<file path="config.mk">
export PLATFORM = sky130hd
export DESIGN_NAME = mem_port_arbiter_flat
export DESIGN_NICKNAME = d
export VERILOG_FILES = /design/src/rtl/mem_arb_pkg.sv /design/src/rtl/mem_port_arbiter_if.sv /design/src/rtl/mem_arb_grant.sv /design/src/rtl/mem_port_arbiter.sv /design/src/flat_wrapper.sv
export SDC_FILE = /design/constraint.sdc
export NUM_CORES = 1
export LEC_CHECK = 0
export BUFFER_PORTS_ARGS = -buffer_cell sky130_fd_sc_hd__buf_4
export CORE_AREA = 4 4 191 193
export CTS_BUF_LIST = sky130_fd_sc_hd__clkbuf_4 sky130_fd_sc_hd__clkbuf_8
export DETAILED_ROUTE_END_ITERATION = 10
export DIE_AREA = 0 0 195 197
export SLEW_MARGIN = 40
export SYNTH_ARGS = -nofsm -noshare
export SYNTH_HDL_FRONTEND = slang
export SYNTH_SLANG_ARGS = --single-unit
</file>
<file path="constraint.sdc">
create_clock -name clk -period 4.53 [get_ports clk]
set_input_delay 0.453 -clock clk [delete_from_list [all_inputs] [get_ports clk]]
set_output_delay 0.453 -clock clk [all_outputs]
set_load 0.005 [all_outputs]
</file>
<file path="src/rtl/mem_arb_pkg.sv">
// Shared types and widths for the unified-memory port arbiter.
package mem_arb_pkg;
  typedef enum logic [1:0] {ST_IDLE, ST_ISSUE, ST_WAIT, ST_RESP} state_e;
  typedef enum logic {OWN_IF, OWN_DM} owner_e;
  localparam int INSTR_W  = 32;
  localparam int WSEL_BIT = 2;
endpackage

</file>
<file path="src/rtl/mem_port_arbiter_if.sv">
// Fetch/data request-response channels plus the memory-macro bus of the arbiter.
interface mem_port_arbiter_if
  import mem_arb_pkg::*;
#(
  parameter int ADDR_W = 64,
  parameter int DATA_W = 64
);
  logic               if_req_valid;
  logic [ADDR_W-1:0]  if_req_addr;
  logic               if_req_ready;
  logic               if_rsp_valid;
  logic [INSTR_W-1:0] if_rsp_data;
  logic               dm_req_valid;
  logic               dm_req_we;
  logic [ADDR_W-1:0]  dm_req_addr;
  logic [DATA_W-1:0]  dm_req_wdata;
  logic               dm_req_ready;
  logic               dm_rsp_valid;
  logic [DATA_W-1:0]  dm_rsp_data;
  logic               mem_en;
  logic               mem_we;
  logic [ADDR_W-1:0]  mem_addr;
  logic [DATA_W-1:0]  mem_wdata;
  logic [DATA_W-1:0]  mem_rdata;
  logic               busy;

  modport slave (
    input  if_req_valid, if_req_addr, dm_req_valid, dm_req_we, dm_req_addr,
           dm_req_wdata, mem_rdata,
    output if_req_ready, if_rsp_valid, if_rsp_data, dm_req_ready, dm_rsp_valid,
           dm_rsp_data, mem_en, mem_we, mem_addr, mem_wdata, busy
  );

  modport master (
    output if_req_valid, if_req_addr, dm_req_valid, dm_req_we, dm_req_addr,
           dm_req_wdata, mem_rdata,
    input  if_req_ready, if_rsp_valid, if_rsp_data, dm_req_ready, dm_rsp_valid,
           dm_rsp_data, mem_en, mem_we, mem_addr, mem_wdata, busy
  );
endinterface

</file>
<file path="src/rtl/mem_arb_grant.sv">
// Grant select between fetch and data; data wins unless ARB_STARVE_GUARD_EN
// is defined, which adds a counter that forces a fetch grant after STARVE_MAX data wins.
module mem_arb_grant #(
  parameter int STARVE_MAX = 4
) (
  input  logic clk,
  input  logic reset,
  input  logic idle,
  input  logic if_valid,
  input  logic dm_valid,
  output logic if_ready,
  output logic dm_ready
);
`ifdef ARB_STARVE_GUARD_EN
  localparam int SC_W = $clog2(STARVE_MAX + 1);

  logic [SC_W-1:0] starve_q, starve_d;
  logic            force_if;

  always_comb begin
    force_if = (starve_q == SC_W'(STARVE_MAX)) && if_valid && dm_valid;
    dm_ready = idle && dm_valid && !force_if;
    if_ready = idle && if_valid && !dm_ready;
    starve_d = starve_q;
    // Saturates at STARVE_MAX: reaching it with both valid forces the fetch grant.
    if (if_ready)                  starve_d = '0;
    else if (dm_ready && if_valid) starve_d = starve_q + 1'b1;
  end

  always_ff @(posedge clk) begin
    if (reset) starve_q <= '0;
    else       starve_q <= starve_d;
  end
`else
  logic unused_clk_rst;
  assign unused_clk_rst = clk ^ reset;

  always_comb begin
    dm_ready = idle && dm_valid;
    if_ready = idle && if_valid && !dm_valid;
  end
`endif
endmodule

</file>
<file path="src/rtl/mem_port_arbiter.sv">
// Single-port memory arbiter for fetch and load/store: fixed-latency
// IDLE->ISSUE->WAIT(MEM_LAT)->RESP sequencing with responses routed to the owner.
module mem_port_arbiter
  import mem_arb_pkg::*;
#(
  parameter int ADDR_W     = 64,
  parameter int DATA_W     = 64,
  parameter int MEM_LAT    = 2,
  parameter int STARVE_MAX = 4
) (
  input logic              clk,
  input logic              reset,
  mem_port_arbiter_if.slave bus
);
  localparam int CNT_W = (MEM_LAT < 2) ? 1 : $clog2(MEM_LAT);

  state_e             state_q, state_d;
  owner_e             own_q, own_d;
  logic [CNT_W-1:0]   cnt_q, cnt_d;
  logic [ADDR_W-1:0]  addr_q, addr_d;
  logic               we_q, we_d;
  logic [DATA_W-1:0]  wdata_q, wdata_d;
  logic [INSTR_W-1:0] if_data_q, if_data_d;
  logic [DATA_W-1:0]  dm_data_q, dm_data_d;
  logic               if_ready, dm_ready, issue;

  mem_arb_grant #(.STARVE_MAX(STARVE_MAX)) u_grant (
    .clk      (clk),
    .reset    (reset),
    .idle     ((state_q == ST_IDLE) && !reset),
    .if_valid (bus.if_req_valid),
    .dm_valid (bus.dm_req_valid),
    .if_ready (if_ready),
    .dm_ready (dm_ready)
  );

  always_comb begin
    state_d   = state_q;
    own_d     = own_q;
    cnt_d     = cnt_q;
    addr_d    = addr_q;
    we_d      = we_q;
    wdata_d   = wdata_q;
    if_data_d = if_data_q;
    dm_data_d = dm_data_q;
    case (state_q)
      ST_IDLE: begin
        if (dm_ready) begin
          state_d = ST_ISSUE;
          own_d   = OWN_DM;
          addr_d  = bus.dm_req_addr;
          we_d    = bus.dm_req_we;
          wdata_d = bus.dm_req_wdata;
        end else if (if_ready) begin
          state_d = ST_ISSUE;
          own_d   = OWN_IF;
          addr_d  = bus.if_req_addr;
          we_d    = 1'b0;
          wdata_d = '0;
        end
      end
      ST_ISSUE: begin
        state_d = ST_WAIT;
        cnt_d   = CNT_W'(MEM_LAT - 1);
      end
      ST_WAIT: begin
        if (cnt_q == '0) begin
          state_d = ST_RESP;
          // Capture into the owner's register so the other side's data keeps holding.
          if (own_q == OWN_IF)
            if_data_d = addr_q[WSEL_BIT] ? bus.mem_rdata[2*INSTR_W-1 -: INSTR_W]
                                         : bus.mem_rdata[INSTR_W-1:0];
          else
            dm_data_d = we_q ? '0 : bus.mem_rdata;
        end else begin
          cnt_d = cnt_q - 1'b1;
        end
      end
      ST_RESP: state_d = ST_IDLE;
      default: state_d = ST_IDLE;
    endcase
  end

  always_ff @(posedge clk) begin
    if (reset) begin
      state_q   <= ST_IDLE;
      own_q     <= OWN_IF;
      cnt_q     <= '0;
      addr_q    <= '0;
      we_q      <= 1'b0;
      wdata_q   <= '0;
      if_data_q <= '0;
      dm_data_q <= '0;
    end else begin
      state_q   <= state_d;
      own_q     <= own_d;
      cnt_q     <= cnt_d;
      addr_q    <= addr_d;
      we_q      <= we_d;
      wdata_q   <= wdata_d;
      if_data_q <= if_data_d;
      dm_data_q <= dm_data_d;
    end
  end

  assign issue            = (state_q == ST_ISSUE);
  assign bus.if_req_ready = if_ready;
  assign bus.dm_req_ready = dm_ready;
  assign bus.mem_en       = issue;
  assign bus.mem_we       = issue && we_q;
  assign bus.mem_addr     = issue ? addr_q  : '0;
  assign bus.mem_wdata    = issue ? wdata_q : '0;
  assign bus.if_rsp_valid = (state_q == ST_RESP) && (own_q == OWN_IF);
  assign bus.dm_rsp_valid = (state_q == ST_RESP) && (own_q == OWN_DM);
  assign bus.if_rsp_data  = if_data_q;
  assign bus.dm_rsp_data  = dm_data_q;
  assign bus.busy         = (state_q != ST_IDLE);
endmodule

</file>
<file path="src/flat_wrapper.sv">
// flat-port wrapper written by rule: the top's interface ports become plain ports
module mem_port_arbiter_flat import mem_arb_pkg::*;
#(
  parameter int ADDR_W     = 64,
  parameter int DATA_W     = 64,
  parameter int MEM_LAT    = 2,
  parameter int STARVE_MAX = 4
)
  (clk, reset, bus_if_req_valid, bus_if_req_addr, bus_dm_req_valid, bus_dm_req_we, bus_dm_req_addr, bus_dm_req_wdata, bus_mem_rdata, bus_if_req_ready, bus_if_rsp_valid, bus_if_rsp_data, bus_dm_req_ready, bus_dm_rsp_valid, bus_dm_rsp_data, bus_mem_en, bus_mem_we, bus_mem_addr, bus_mem_wdata, bus_busy);
  mem_port_arbiter_if #(.ADDR_W(ADDR_W), .DATA_W(DATA_W)) bus_i ();
  input logic clk;
  input logic reset;
  input wire logic [$bits(bus_i.if_req_valid)-1:0] bus_if_req_valid;
  input wire logic [$bits(bus_i.if_req_addr)-1:0] bus_if_req_addr;
  input wire logic [$bits(bus_i.dm_req_valid)-1:0] bus_dm_req_valid;
  input wire logic [$bits(bus_i.dm_req_we)-1:0] bus_dm_req_we;
  input wire logic [$bits(bus_i.dm_req_addr)-1:0] bus_dm_req_addr;
  input wire logic [$bits(bus_i.dm_req_wdata)-1:0] bus_dm_req_wdata;
  input wire logic [$bits(bus_i.mem_rdata)-1:0] bus_mem_rdata;
  output wire logic [$bits(bus_i.if_req_ready)-1:0] bus_if_req_ready;
  output wire logic [$bits(bus_i.if_rsp_valid)-1:0] bus_if_rsp_valid;
  output wire logic [$bits(bus_i.if_rsp_data)-1:0] bus_if_rsp_data;
  output wire logic [$bits(bus_i.dm_req_ready)-1:0] bus_dm_req_ready;
  output wire logic [$bits(bus_i.dm_rsp_valid)-1:0] bus_dm_rsp_valid;
  output wire logic [$bits(bus_i.dm_rsp_data)-1:0] bus_dm_rsp_data;
  output wire logic [$bits(bus_i.mem_en)-1:0] bus_mem_en;
  output wire logic [$bits(bus_i.mem_we)-1:0] bus_mem_we;
  output wire logic [$bits(bus_i.mem_addr)-1:0] bus_mem_addr;
  output wire logic [$bits(bus_i.mem_wdata)-1:0] bus_mem_wdata;
  output wire logic [$bits(bus_i.busy)-1:0] bus_busy;
  assign bus_i.if_req_valid = bus_if_req_valid;
  assign bus_i.if_req_addr = bus_if_req_addr;
  assign bus_i.dm_req_valid = bus_dm_req_valid;
  assign bus_i.dm_req_we = bus_dm_req_we;
  assign bus_i.dm_req_addr = bus_dm_req_addr;
  assign bus_i.dm_req_wdata = bus_dm_req_wdata;
  assign bus_i.mem_rdata = bus_mem_rdata;
  assign bus_if_req_ready = bus_i.if_req_ready;
  assign bus_if_rsp_valid = bus_i.if_rsp_valid;
  assign bus_if_rsp_data = bus_i.if_rsp_data;
  assign bus_dm_req_ready = bus_i.dm_req_ready;
  assign bus_dm_rsp_valid = bus_i.dm_rsp_valid;
  assign bus_dm_rsp_data = bus_i.dm_rsp_data;
  assign bus_mem_en = bus_i.mem_en;
  assign bus_mem_we = bus_i.mem_we;
  assign bus_mem_addr = bus_i.mem_addr;
  assign bus_mem_wdata = bus_i.mem_wdata;
  assign bus_busy = bus_i.busy;
  mem_port_arbiter #(.ADDR_W(ADDR_W), .DATA_W(DATA_W), .MEM_LAT(MEM_LAT), .STARVE_MAX(STARVE_MAX)) u_core (.clk(clk), .reset(reset), .bus(bus_i));
endmodule
</file>
Word level (Yosys, flattened, before mapping)
Index checks and enable logic that the tools add are counted.
{ "totals": {"in_bits": 261, "wordCells": 50, "out_inout_bits": 231, "reg_bits": 229} }
{ "op_classes": {"reduce_logical": 17, "addsub": 1, "muxes": 17, "eq_ne": 5, "bitwise": 2} }
{ "ops": {"columns": ["operator", "count"], "rows": [
  ["2-to-1 mux 64 bit", 7],
  ["2-to-1 mux 32 bit", 1],
  ["one-hot mux 2 bit (4 select lines)", 1],
  ["logical AND 1 bit", 7],
  ["2-to-1 mux 2 bit", 3],
  ["AND reduction 3 bit", 2],
  ["nonzero test 2 bit", 3],
  ["== test 2 bit (second input constant)", 2],
  ["2-to-1 mux 1 bit", 4],
  ["AND reduction 2 bit", 2],
  ["!= test 3 bit (second input constant)", 1],
  ["== test 2 x 1 -> 1 bit (second input constant)", 1],
  ["logical NOT 1 bit", 2],
  ["logical NOT 2 bit", 1],
  ["!= test 2 bit (second input constant)", 1],
  ["inverter 1 bit", 2],
  ["one-hot mux 1 bit (2 select lines)", 1],
  ["subtractor 1 bit (second input constant)", 1]
]} }

Longest topological paths before layout
{ "logic_depth": {"word_depth": 7, "ltp_mapped": 7, "mapped_depth_nobuf": 5} }

Modules after synthesis
Synthesis repeated with hierarchy kept, for this count alone.
{ "hier_totals": {"cells_unflattened": 1179, "hier_area_um2": 10543.9} }
{ "modules_own_cells": {"columns": ["mod", "cells_each", "n_inst", "area_per_inst_um2"], "rows": [
  ["mem_port_arbiter", 1177, 1, 10527.6],
  ["mem_arb_grant", 2, 1, 16.3]
]} }

Worst setup path after synthesis
Ideal clock, no wire load.
{ "synth_timing": {"path_type": "register -> output", "from": "reg u_core.state_q[0]", "to": "out bus_if_req_ready", "stages_incl_launch_ff": 7, "path_slack_ns": 2.754, "arrival_time_ns": 1.323, "required_time_ns": 4.077, "path_buffers": 2, "cell_sequence": "dfxtp_1 > inv_1 > ha_1 > nand2b_4 > buf_4 > buf_2 > nor3b_1"} }
{ "synth_between": {"elab_chain_cells": 4} }
{ "synth_rtl": {"columns": ["element", "line", "source"], "rows": [
  ["from (decl)", "mem_port_arbiter.sv:17", "state_e state_q, state_d;"],
  ["from (signal assigned)", "mem_port_arbiter.sv:95", "state_q <= state_d;"],
  ["logical NOT 2 bit", "mem_port_arbiter.sv:30", ".idle ((state_q == ST_IDLE) && !reset),"],
  ["logical AND 1 bit", "mem_port_arbiter.sv:30", null],
  ["logical AND 1 bit (2 in series)", "mem_arb_grant.sv:40", "if_ready = idle && if_valid && !dm_valid;"],
  ["to (decl)", "flat_wrapper.sv:20", "output wire logic [$bits(bus_i.if_req_ready)-1:0] bus_if_req_ready;"]
]} }
No other way between the ends.

Final worst setup path
{ "layout_timing": {"from": "reg u_core.state_q[0]", "to": "out bus_dm_req_ready"} }
{ "layout_between": {"elab_chain_cells": 3} }
{ "layout_rtl": {"columns": ["element", "line", "source"], "rows": [
  ["logical NOT 2 bit", "mem_port_arbiter.sv:30", null],
  ["logical AND 1 bit", "mem_port_arbiter.sv:30", null],
  ["logical AND 1 bit", "mem_arb_grant.sv:39", "dm_ready = idle && dm_valid;"],
  ["to (decl)", "flat_wrapper.sv:23", "output wire logic [$bits(bus_i.dm_req_ready)-1:0] bus_dm_req_ready;"]
]} }
No other way between the ends.

==> results.py <==
metrics = {
    "clocking": {
        "clk_latency_ns": 0.54,
        "clock-sinks": 229,
        "cts.reportedPaths.clkPinSlew_ns": 0.06,
        "cts_tree": "built",
        "numCtsBuffers": 43,
        "cts-root-buf": "clkbuf_8",
        "cts_hold_buffers": 0,
        "clock_path_buffers": 3,
        "ctsResizeCount": 0,
        "cts.htree.levels": 2,
        "post_cts_buffers": 0,
    },
    "worst_setup_path": {
        "cp_slowest_stage_delay_ns": 0.69,
        "r2r_slack_ns": 1.91,
        "critPathLaunchType": "register",
        "critPathRequiredTime_ns": 4.08,
        "reg2reg_to": "u_core.addr_q[63]$_SDFFE_PP0P_",
        "path_class": "reg -> out",
        "crit_fanout": 36,
        "reg2reg_depth": 6,
        "critPathBufInv": 2,
        "critPathSlowestCell": "and3b_2",
        "crit_chain": "inv_1 > ha_1 > and3b_2 > buf_4",
        "critPathCaptureType": "primary output",
        "r2r_start": "u_core.state_q[0]$_SDFFE_PP0P_",
        "crit_arrival_ns": 2.28,
        "crit_family": "simple AND/OR/NAND/NOR gates",
    },
    "layout": {
        "layout-drive-gt1-share_pct": 41.3,
        "area_growth_syn_to_layout_pct": 43.2,
        "multi_input_area_um2": 5550,
        "layout.nets": 1884,
        "num-fill-cells": 3423,
        "ff_latch_area_um2": 4590,
        "diodes": 0,
    },
    "sta": {
        "rsz0062_at_grt": "no",
        "min_period_ns": 2.73,
        "fin_skew_ns": 0.0177,
        "final-setup-viol-count": 0,
        "max-slew-margin-rel_pct": 47.6,
        "hold_viol": 0,
        "tns_ns": 0,
        "worst-slew-pin-transition_ns": 0.786,
        "finalMaxSlewViolations": 0,
        "timing.final.crit_share_pct": 60.3,
        "fmax_ghz": 0.366,
    },
    "floorplanning": {
        "die_x_um": 195,
        "initial_core_util_pct": 31.2,
        "die_h_um": 197,
        "coreArea_um2": 34500,
        "die_area_um2": 38400,
        "num_rows": 68,
        "num_io_pins": 492,
    },
    "synth": {
        "synth-seq-cells": 229,
        "synth.top_cell.area_share_pct": 42.6,
        "syn_nets": 1452,
        "yosysWarnings": 0,
        "avgSynthCellArea_um2": 9.08,
        "synthesis.area_um2": 10800,
        "syn_inst": 1186,
        "synth.distinct_cells": 30,
        "seq_area_frac_synth_pct": 42.6,
        "synth_top_cell_by_area": "dfxtp_1",
        "synthTopCellsByArea": "dfxtp_1 (43%), mux2i_1 (9.0%), a21oi_1 (7.6%), and2_1 (7.6%), a211oi_2 (7.0%)",
    },
    "grt": {
        "grt_pass1_vias": 10100,
        "grt_max_degree": 94,
        "antenna_found_initial": 1,
        "grt.total_usage_pct": 18.2,
        "overflow": 0,
        "grt_pass1_wl_um": 57600,
    },
    "worst_hold_path": {
        "min_path_cells": 3,
        "hold_path.class": "in -> reg",
        "min_from": "bus_dm_req_wdata[54]",
        "holdPathEnd": "u_core.wdata_q[54]$_SDFFE_PP0P_",
    },
    "detailed_routing": {
        "dr_total_vias": 10100,
        "routed_wl_um": 37900,
        "viasPerCell": 4.80,
        "first_pass_iters": 5,
        "routedWlPerCell_um": 18.0,
        "drcViolationCount": 0,
        "ant_nets": 0,
        "drt_iter0_drc": 336,
    },
    "run": {
        "maxCapViolCount": 0,
    },
    "pwr": {
        "p_per_area_nw_per_um2": 431,
        "leakagePower_uw": 0.00646,
        "irDropWorstVdd_mv": 0.196,
        "p_total_uw": 6650,
    },
    "placed_design": {
        "port_buffers": 491,
        "dp_hpwl_um": 26500,
        "place_congestion": 0.866,
    },
    "outcome": {
        "status": "finished, final reports clean",
    },
}
==> worst max path at each step <==
stage	start	endpoint	slack (ns)	cells past startpoint
final	u_core.state_q[0]$_SDFFE_PP0P_	bus_dm_req_ready	1.80	4
after global routing	u_core.state_q[0]$_SDFFE_PP0P_	bus_dm_req_ready	1.57	4
after CTS	u_core.state_q[1]$_SDFFE_PP0P_	bus_mem_addr[63]	1.69	5
after detailed placement	reset	u_core.addr_q[2]$_SDFFE_PP0P_	1.64	5
after global placement	reset	u_core.addr_q[2]$_SDFFE_PP0P_	1.64	5
after floorplan	u_core.state_q[0]$_SDFFE_PP0P_	bus_if_req_ready	2.75	6
==> sequential cells by signal, summed over array words and instances, names as in the netlist <==
name                    flops
u_core.bus.dm_rsp_data     64
u_core.cnt_q                1
u_core.wdata_q             64
u_core.addr_q              64
u_core.we_q                 1
u_core.own_q                1
u_core.state_q              2
u_core.bus.if_rsp_data     32
==> layout make-up <==
| class | count | share of cell area [%] |
|---|---|---|
| Multi-Input combinational cell | 833 | 36.0 |
| Sequential cell | 229 | 29.7 |
| Timing Repair Buffer | 508 | 25.0 |
| Clock buffer | 67 | 5.29 |
| Tap cell | 455 | 3.69 |
| Clock inverter | 5 | 0.211 |
| Inverter | 3 | 0.0730 |
==> routing by layer <==
layer  global-route usage (%)  part of all wire, %
met4                     4.73                  1.9
met1                     21.7                   40
met5                        0                0.029
met2                     31.4                   49
met3                     6.63                  8.9
==> cells in the final DEF (no fill, tap or decap) <==
cell	n
nand2_1	131
dfxtp_1	228
nor2_1	34
o21ai_0	65
a21oi_2	30
clkinvlp_4	3
and2b_2	1
nor2_4	1
inv_1	3
a211oi_1	39
ha_1	4
clkbuf_8	51
nor2b_1	1
a21oi_1	163
clkinv_2	2
nand2b_4	1
buf_12	2
a22oi_1	1
nor3b_1	1
clkbuf_4	17
and3b_2	2
nand2b_1	2
o21ai_1	1
buf_4	502
nor2_8	1
mux2i_1	97
ha_4	1
buf_6	3
or2_4	1
and2_1	130
a211oi_2	60
nor3b_2	1
nand3b_1	65
dfxtp_2	1
==> synthesized netlist by cell type, drive strengths merged <==
master,count
nor2,36
and2,130
nand2,131
o21ai,66
nor2b,1
or2,1
buf,62
a22oi,1
a211oi,99
nand2b,3
and3b,2
ha,5
nand3b,65
mux2i,97
inv,3
dfxtp,229
a21oi,193
clkbuf,59
nor3b,2
and2b,1
==> worst register-to-register path: cells and delay by family, from the launching register on <==
family                     cells  cell delay (ns)
and+or+nand+nor                2             1.10
DFF                            1             0.35
AOI/OAI and AO/OA              1             0.13
buffers and inverters          2             0.57
adders and majority gates      1             0.33
==> cell families after synthesis <==
family / after synthesis / synth area share [%]
multiplexers: 97 / 9.02
buffers and inverters: 124 / 6.12
adder cells (fa/ha/maj): 5 / 0.581
AO/OA/AOI/OAI: 359 / 22.8
AND/OR/NAND/NOR: 372 / 18.9
flip-flops: 229 / 42.6
==> per-stage QoR <==
stage / instances / util, % / setup slack, ns / hold WS (ns) / instance area, um2
final: 2100 / 44.6 / 1.80 / 0.161 / 15400
after floorplan: 1186 / - / 2.75 / 0.448 / 10800
after detailed placement: 2028 / 42.2 / 1.64 / 0.445 / 14600
after global placement: 2026 / 42.0 / 1.64 / 0.439 / 14500
after global routing: 2100 / 44.6 / 1.57 / 0.127 / 15400
after CTS: 2100 / 44.6 / 1.69 / 0.124 / 15400
==> power by group <==
part | internal [uW] | switching (uW)
sequential | 2330 | 185
combinational | 965 | 1170
clock | 1140 | 867
(Power assumes the default switching activity.)
